$ cat config.mk
export PLATFORM = sky130hd
export DESIGN_NAME = clas_seq_64bit
export DESIGN_NICKNAME = d
export VERILOG_FILES = /design/src/rtl/clas_pkg.sv /design/src/rtl/clas_16bit.sv /design/src/rtl/clas_seq_64bit.sv
export SDC_FILE = /design/constraint.sdc
export NUM_CORES = 1
export LEC_CHECK = 0
export CAP_MARGIN = 20
export CELL_PAD_IN_SITES_DETAIL_PLACEMENT = 2
export CELL_PAD_IN_SITES_GLOBAL_PLACEMENT = 2
export CORE_MARGIN = 2
export CORE_UTILIZATION = 35
export DETAILED_ROUTE_END_ITERATION = 8
export PLACE_DENSITY_LB_ADDON = 0.1
export SLEW_MARGIN = 10
export SYNTH_ARGS = -nofsm -noshare
export SYNTH_HDL_FRONTEND = slang
export SYNTH_SLANG_ARGS = --single-unit
$ cat constraint.sdc
create_clock -name clk -period 5.8 [get_ports clk]
set_input_delay 1.16 -clock clk [delete_from_list [all_inputs] [get_ports clk]]
set_output_delay 1.16 -clock clk [all_outputs]
set_load 0.05 [all_outputs]
$ cat src/rtl/clas_pkg.sv
// Shared definitions for the serial add/subtract engine.
//   IDLE/RUN/DONE: sequencer state encodings
//   SLICE_W      : width of the shared arithmetic slice
//   GRP_W        : lookahead group width inside a slice
package clas_pkg;

    localparam int unsigned SLICE_W = 16;
    localparam int unsigned GRP_W   = 4;
    localparam int unsigned N_GRP   = SLICE_W / GRP_W;

    typedef enum logic [1:0] {
        IDLE = 2'b00,
        RUN  = 2'b01,
        DONE = 2'b10
    } state_t;

endpackage

$ cat src/rtl/clas_16bit.sv
// 16-bit add/subtract slice with two-level carry lookahead (4-bit groups).
// Ports:
//   a, b     : slice operands
//   sel      : 0 = add, 1 = invert b (subtract when c_in = 1)
//   c_in     : carry into bit 0
//   sum_c    : combinational slice sum
//   c_out_c  : combinational carry out of bit 15
module clas_16bit
    import clas_pkg::*;
(
    input  logic [SLICE_W-1:0] a,
    input  logic [SLICE_W-1:0] b,
    input  logic               sel,
    input  logic               c_in,
    output logic [SLICE_W-1:0] sum_c,
    output logic               c_out_c
);

    logic [SLICE_W-1:0] b_eff;
    logic [SLICE_W-1:0] g;
    logic [SLICE_W-1:0] p;
    logic [N_GRP:0]     cg;
    logic               gg;
    logic               pg;
    logic               c_bit;

    // Group generate/propagate give each nibble its carry-in directly;
    // bits inside a nibble ripple from that group carry.
    always_comb begin
        b_eff = sel ? ~b : b;
        g     = a & b_eff;
        p     = a ^ b_eff;
        cg    = '0;
        cg[0] = c_in;
        sum_c = '0;
        gg    = 1'b0;
        pg    = 1'b0;
        c_bit = 1'b0;
        for (int k = 0; k < int'(N_GRP); k++) begin
            gg = g[GRP_W*k+3]
               | (p[GRP_W*k+3] & g[GRP_W*k+2])
               | (p[GRP_W*k+3] & p[GRP_W*k+2] & g[GRP_W*k+1])
               | (p[GRP_W*k+3] & p[GRP_W*k+2] & p[GRP_W*k+1] & g[GRP_W*k]);
            pg = &p[GRP_W*k +: GRP_W];
            cg[k+1] = gg | (pg & cg[k]);
            c_bit = cg[k];
            for (int j = 0; j < int'(GRP_W); j++) begin
                sum_c[GRP_W*k+j] = p[GRP_W*k+j] ^ c_bit;
                c_bit = g[GRP_W*k+j] | (p[GRP_W*k+j] & c_bit);
            end
        end
        c_out_c = cg[N_GRP];
    end

endmodule

$ cat src/rtl/clas_seq_64bit.sv
// Serial W-bit add/subtract built from one shared 16-bit slice, low slice first.
// Ports:
//   clk, rst_n  : clock, async active-low reset
//   start       : request pulse, accepted only in IDLE
//   sel         : 0 = add, 1 = subtract (b inverted)
//   a, b, c_in  : operands and carry-in, sampled on accepted start
//   busy        : high while slices are computed
//   done        : one-cycle pulse when result/c_out/ovf are valid
//   result      : W-bit sum or difference
//   c_out       : carry out of the top slice
//   ovf         : signed overflow of the W-bit operation
module clas_seq_64bit
    import clas_pkg::*;
#(
    parameter int unsigned N_SLICE = 4
) (
    input  logic                       clk,
    input  logic                       rst_n,
    input  logic                       start,
    input  logic                       sel,
    input  logic [SLICE_W*N_SLICE-1:0] a,
    input  logic [SLICE_W*N_SLICE-1:0] b,
    input  logic                       c_in,
    output logic                       busy,
    output logic                       done,
    output logic [SLICE_W*N_SLICE-1:0] result,
    output logic                       c_out,
    output logic                       ovf
);

    localparam int unsigned W     = SLICE_W * N_SLICE;
    localparam int unsigned IDX_W = (N_SLICE > 1) ? $clog2(N_SLICE) : 1;
    localparam logic [IDX_W-1:0] LAST_IDX = IDX_W'(N_SLICE - 1);

    state_t             state;
    logic [IDX_W-1:0]   idx;
    logic               carry_q;
    logic [W-1:0]       a_q;
    logic [W-1:0]       b_q;
    logic               sel_q;

    logic [SLICE_W-1:0] a_sl_c;
    logic [SLICE_W-1:0] b_sl_c;
    logic [SLICE_W-1:0] sum_c;
    logic               slice_co_c;
    logic               last_c;
    logic               top_beff_c;
    logic               ovf_c;

    // Slice-index operand mux
    always_comb begin
        a_sl_c = a_q[SLICE_W*32'(idx) +: SLICE_W];
        b_sl_c = b_q[SLICE_W*32'(idx) +: SLICE_W];
        last_c = (idx == LAST_IDX);
    end

    // Signed overflow, evaluated while the top slice is in the adder
    always_comb begin
        top_beff_c = sel_q ? ~b_q[W-1] : b_q[W-1];
        ovf_c      = (a_q[W-1] == top_beff_c) && (sum_c[SLICE_W-1] != a_q[W-1]);
    end

    clas_16bit u_slice (
        .a       (a_sl_c),
        .b       (b_sl_c),
        .sel     (sel_q),
        .c_in    (carry_q),
        .sum_c   (sum_c),
        .c_out_c (slice_co_c)
    );

    // Sequencer, operand capture and result assembly
    always_ff @(posedge clk or negedge rst_n) begin
        if (!rst_n) begin
            state   <= IDLE;
            idx     <= '0;
            carry_q <= 1'b0;
            a_q     <= '0;
            b_q     <= '0;
            sel_q   <= 1'b0;
            result  <= '0;
            c_out   <= 1'b0;
            ovf     <= 1'b0;
            busy    <= 1'b0;
            done    <= 1'b0;
        end else begin
            case (state)
                IDLE: begin
                    done <= 1'b0;
                    if (start) begin
                        a_q     <= a;
                        b_q     <= b;
                        sel_q   <= sel;
                        carry_q <= c_in;
                        idx     <= '0;
                        busy    <= 1'b1;
                        state   <= RUN;
                    end
                end
                RUN: begin
                    result[SLICE_W*32'(idx) +: SLICE_W] <= sum_c;
                    carry_q <= slice_co_c;
                    idx     <= idx + IDX_W'(1);
                    if (last_c) begin
                        c_out <= slice_co_c;
                        ovf   <= ovf_c;
                        busy  <= 1'b0;
                        done  <= 1'b1;
                        state <= DONE;
                    end
                end
                DONE: begin
                    done  <= 1'b0;
                    state <= IDLE;
                end
                default: begin
                    busy  <= 1'b0;
                    done  <= 1'b0;
                    state <= IDLE;
                end
            endcase
        end
    end

endmodule

==> results of run 1 <==
-- cell type report --
| cell class | instances | area [sq um] | area share [%] |
|---|---|---|---|
| clock buffer | 31 | 625.6 | 5.114 |
| clock inverter | 10 | 155.1 | 1.268 |
| inverter | 21 | 78.83 | 0.6444 |
| multi-input combinational | 394 | 3826 | 31.28 |
| sequential | 202 | 5057 | 41.34 |
| tap | 335 | 419.2 | 3.426 |
| timing repair buffer | 207 | 2071 | 16.93 |
-- state kept, by name (all words and copies together), names as in the netlist --
register,count
a_q,64
carry_q,1
done,1
state,2
b_q,64
idx,2
ovf,1
busy,1
result,64
c_out,1
sel_q,1
-- routing by layer --
metal	share of wire (%)	vias up	global-route usage [%]
li1	-	2711	-
met3	4.6	30	3.571
met2	54	155	39.00
met1	39	3191	24.89
met5	0	-	0
met4	2.0	0	5.408
-- cell usage in the layout, fill, tap and decap left out, drive strengths merged --
cell / instances
a21oi: 9
a22o: 24
a22oi: 1
a31oi: 2
and2b: 1
and3b: 1
buf: 7
bufinv: 4
clkbuf: 32
clkdlybuf4s50: 199
clkinv: 4
clkinvlp: 2
dfrtp: 202
fa: 12
ha: 22
inv: 21
mux2: 129
mux4: 32
nand2: 57
nand2b: 2
nand3: 2
nand4: 4
nor2: 13
nor2b: 2
nor3: 3
nor3b: 1
o21a: 1
o21ai: 49
o21bai: 1
o31ai: 1
or3: 4
xnor2: 1
xor2: 20
-- through the flow --
stage / util [%] / instance area [sq um] / setup WS, ns / hold WS, ns / std cells
2_1_floorplan: - / 9112 / 1.741 / 0.4752 / 648
3_3_place_gp: 44.32 / 11450 / 1.099 / 0.4683 / 1159
3_5_place_dp: 44.32 / 11450 / 0.9509 / 0.4833 / 1159
4_1_cts: 47.35 / 12230 / 0.9605 / 0.4969 / 1200
5_1_grt: 47.35 / 12230 / 0.6745 / 0.5172 / 1200
6_report: 47.35 / 12230 / 0.9972 / 0.4872 / 1200
-- cells by family after synthesis --
| group | count (synthesis) | share of synthesized area, % |
|---|---|---|
| flip-flops | 202 | 55.47 |
| multiplexers | 161 | 23.85 |
| AND/OR/NAND/NOR | 90 | 4.435 |
| AO/OA/AOI/OAI | 88 | 5.959 |
| buffers and inverters | 52 | 2.609 |
| adder cells (fa/ha/maj) | 34 | 5.657 |
| XOR/XNOR | 21 | 2.018 |
-- critical path: stages (launching register included) --
cell	delay, ns
dfrtp_2	0.82
buf_4	0.50
mux4_2	0.56
ha_1	0.35
nand3_1	0.10
nor2_1	0.06
nor3_1	0.25
o21ai_0	0.23
fa_1	0.43
fa_1	0.40
fa_1	0.39
xnor2_1	0.38
o21ai_0	0.18
-- how the worst max path moves through the flow --
stage / start / endpoint / slack (ns) / depth (start not counted)
3_3_place_gp: idx[0] / result[11] / 1.10 / 12
3_5_place_dp: idx[0] / ovf / 0.95 / 15
2_1_floorplan: idx[0] / ovf / 1.74 / 17
5_1_grt: idx[0] / ovf / 0.67 / 15
6_report: idx[0] / result[43] / 1.0 / 12
4_1_cts: idx[0] / ovf / 0.96 / 15
==> metrics.md, run 1 <==
| Metric | Value |
|---|---|
| Worst hold path endpoint | result[17] |
| Final hold violation count | 0 |
| Fmax | 208.2 MHz |
| Antenna Cells | 0 |
| Flop and latch count out of synthesis | 202 |
| Crit path max fanout | 23 |
| Port Buffer Count | 200 |
| Slew Viols, Final | 0 |
| Clock buffer depth | 3 |
| Register-to-register setup slack | 1.0 ns |
| Clk root buf | clkbuf_16 |
| Final setup TNS | 0 ns |
| Measured slew at the worst slew-check pin | 0.8748 ns |
| CTS H-tree lvls | 1 |
| RSZ-0062 raised after global routing | false |
| Unique masters post-synth | 34 |
| Worst-Skew Late Latency | 0.51 ns |
| Initial DRC Count | 219 |
| Setup crit start kind | flip-flop |
| Pre-Repair DR Iteration Count | 4 |
| Fin nets | 1016 |
| Share of layout cells above drive strength 1 | 24.16% |
| Pin count of the biggest net entering global routing | 99 |
| Final Setup Violations | 0 |
| Die height | 165.4 microns |
| Die W | 165.4 microns |
| Routed WL per cell | 22.93 microns |
| WP data arrival | 5.17 ns |
| Hold_sp | result[17] |
| Final min period | 4.803 ns |
| Detail Placement HPWL | 20.43 mm |
| Post-synth top area cell | dfrtp_1 |
| TritonCTS clock tree | yes |
| Synth area leaders | dfrtp_1 55%, mux2_2 16%, mux4_2 7.9%, ha_1 3.0%, fa_1 2.6% |
| Via density | 5.073 |
| Slew margin rel. | 41.23% |
| Period utilization | 82.81% |
| Most used DFF post-synth | dfrtp_1 |
| Starting Density | 35.27% |
| Placer Congestion | 0.8262 |
| Seq/Total Area, Yosys | 55.47% |
| IO Count | 201 |
| First-pass GRT wire length | 42.72 mm |
| Post-synth ARST share | 100.0% |
| Critical Path End Type | flip-flop |
| Post_cts resized | 0 |
| Post-route ant nets | 0 |
| Reg2reg end | result[43] |
| CP Class | flip-flop to flip-flop |
| Post-Syn Nets | 815 |
| Reg-to-Reg Start | idx[0] |
| Synth cell count leaders | 202 x dfrtp_1, 129 x mux2_2, 56 x nand2_1 |
| Clock-pin slew on the worst setup and hold paths | 0.06 ns |
| R2R depth | 12 |
| Status | complete, no violations |
| Core area | 25840 sq um |
| Row count | 59 |
| Most frequent cell after synthesis | dfrtp_1 |
| Tot GR Track Use | 20.90% |
| Min-Delay Path Class | flip-flop to flip-flop |
| Full die area | 27340 sq um |
| WL final | 27.52 mm |
| Cell area after synthesis | 9112 sq um |
| CTS sink count | 202 |
| CTS buffer count | 23 |
| Synthesized instance count | 648 |
| Layout Skew | 0.007042 ns |
| Vias in the first global route | 7217 |
| Via count | 6087 |
| Area grow syn2layout | 34.24% |
| Max-Cap Viols | 0 |
| CTS Hold Bufs | 0 |
| Syn_area_per_cell | 14.06 sq um |
| Total gr overflow | 0 |
| # DRC | 0 |
| # Post-CTS Setup Buffers | 0 |
| WP data required | 6.16 ns |
| Initial antenna violation count | 0 |
| Synth top area share | 55.47% |
| Number of synthesized flops with an enable pin | 0 |
| Synthesis Warnings | 0 |
| Filler Cell Count | 2518 |
| Worst hold path depth | 2 |
Power of run 1 is not shown: default switching activity piles up to over one toggle a cycle in this logic, so the estimate is an artifact.
==> run 2: changes to the inputs <==
==> constraint.sdc (replaced) <==
create_clock -name clk -period 4.95 [get_ports clk]
set_input_delay 0.99 -clock clk [delete_from_list [all_inputs] [get_ports clk]]
set_output_delay 0.99 -clock clk [all_outputs]
set_load 0.05 [all_outputs]
==> run 2 against run 1 <==
Compared with the run above:
- utilization up 0.15 points
- via count grew 0.56%
- cell count up 0.17%
==> metrics.md, run 2 (synthesized netlist as in run 1, its figures left out) <==
| Metric | Value |
|---|---|
| Final cell count without fillers | 1202 |
| Measured slew at the worst slew-check pin | 1.039 ns |
| Via density | 5.092 |
| RSZ-0062 raised after global routing | false |
| Cell mode on critical path | fa_1 |
| Critical Path End Type | flip-flop |
| CTS H-tree lvls | 1 |
| Final Setup Violations | 0 |
| Worst-Skew Late Latency | 0.50 ns |
| Crit path max fanout | 20 |
| Crit-path slowest cell | dfrtp_4 |
| Die W | 165.4 microns |
| Placed cell area | 11470 sq um |
| Routed WL per cell | 22.69 microns |
| Delay-heaviest family, CP | adder cells |
| Port Buffer Count | 200 |
| Share of layout cells above drive strength 1 | 24.91% |
| Die height | 165.4 microns |
| Most frequent cells in the layout | 200 x dfrtp_1, 199 x clkdlybuf4s50_1, 129 x mux2_2 |
| Pre-Repair DR Iteration Count | 4 |
| DRT met1 WL | 10.70 mm |
| # placed instances | 1161 |
| CP Class | flip-flop to flip-flop |
| Post-route ant nets | 0 |
| # DRC | 0 |
| Min-Delay Path Class | flip-flop to flip-flop |
| Area grow syn2layout | 34.66% |
| Slew margin rel. | 30.22% |
| # Post-CTS Setup Buffers | 0 |
| Fin nets | 1018 |
| Worst hold path endpoint | result[32] |
| Fmax | 222.4 MHz |
| Reg2reg end | ovf |
| WP data arrival | 4.92 ns |
| Slew Viols, Final | 0 |
| Design area | 12270 sq um |
| DR WL met3 | 1.307 mm |
| Total gr overflow | 0 |
| Initial antenna violation count | 1 |
| R2R depth | 15 |
| Worst Path Buf+Inv | 2 |
| First-pass GRT wire length | 42.39 mm |
| Setup crit start kind | flip-flop |
| WP data required | 5.37 ns |
| Worst path max stage delay | 0.65 ns |
| Top flop regs | a_q: 64 flops, b_q: 64 flops, result: 64 flops |
| Met2 WL | 14.62 mm |
| Hold_sp | result[32] |
| Final min period | 4.496 ns |
| Via count | 6121 |
| Crit-path cells | buf_4, mux4_2, ha_1, nand3_1, nor2_1, o31ai_1, nor2b_1, nand2b_1, fa_1, fa_1, inv_1, fa_1, xor2_1, or3_1, a31oi_1 |
| Core area | 25840 sq um |
| Pin count of the biggest net entering global routing | 120 |
| Register-to-register setup slack | 0.45 ns |
| Placer Congestion | 0.7814 |
| Full die area | 27340 sq um |
| Layout Skew | 0.009121 ns |
| Uppermost layer routed | met4 |
| CTS buffer count | 23 |
| Final hold violation count | 0 |
| CTS sink count | 202 |
| TritonCTS clock tree | yes |
| Row count | 59 |
| Clock buffer depth | 3 |
| Tot GR Track Use | 20.64% |
| Detail Placement HPWL | 20.77 mm |
| IO Count | 201 |
| Most common cell after layout, fill and taps aside | dfrtp_1 |
| Clock-pin slew on the worst setup and hold paths | 0.06 ns |
| Worst hold path depth | 2 |
| Starting Density | 35.27% |
| Status | complete, no violations |
| Antenna Cells | 0 |
| Worst hold slack | 0.4829 ns |
| Period utilization | 90.83% |
| Max-Cap Viols | 0 |
| Final setup TNS | 0 ns |
| Reg-to-Reg Start | idx[0] |
| Clk root buf | clkbuf_16 |
| Vias in the first global route | 7161 |
| WL final | 27.27 mm |
| Initial DRC Count | 201 |
run 2: cell types whose count changed in the layout (fill, tap and decap cells not counted), sizes merged:
| cell | previous run | this run |
|---|---|---|
| buf | 7 | 9 |
| bufinv | 4 | 3 |
| clkinv | 4 | 7 |
| clkinvlp | 2 | 0 |
run 2: worst max path at each step:
stage / depth (start not counted) / start / slack [ns] / endpoint
finish: 15 / idx[0] / 0.45 / ovf
global route: 15 / idx[0] / 0.03 / ovf
CTS: 15 / idx[0] / 0.23 / ovf
detailed placement: 15 / idx[0] / 0.23 / ovf
global placement: 15 / idx[0] / 0.39 / ovf
floorplan: 17 / idx[0] / 0.89 / ovf
run 2: tightest hold or removal path: stages, from the launching register on:
cell and delay, ns:
dfrtp_1 0.34, nand2_1 0.05, o21ai_0 0.06
run 2: final cells by class:
class | instances | area, sq um
sequential | 202 | 5060
fill | 2511 | 13570
clock inverter | 10 | 125.1
clock buffer | 31 | 675.6
multi-input combinational | 394 | 3826
tap | 335 | 419.2
timing repair buffer | 209 | 2086
inverter | 21 | 78.83
run 2: what timing repair did:
action                                  CTS  global route
endpoints found under the setup margin    0             5
hold buffers                              0             0
resized for setup                         0             1
hold endpoints to repair                  0             0
run 2: metal layers:
| metal | GRT usage, % | vias to the layer above |
|---|---|---|
| li1 | - | 2722 |
| met1 | 24.70 | 3204 |
| met2 | 38.47 | 158 |
| met3 | 3.796 | 37 |
| met4 | 4.741 | 0 |
| met5 | 0 | - |
run 2: stage by stage:
stage | setup slack (ns) | utilization, %
2_1_floorplan | 0.8906 | -
3_3_place_gp | 0.3925 | 44.38
3_5_place_dp | 0.2348 | 44.38
4_1_cts | 0.2254 | 47.48
5_1_grt | 0.03350 | 47.49
6_report | 0.4537 | 47.49
Power of run 2 is left out for the same reason.
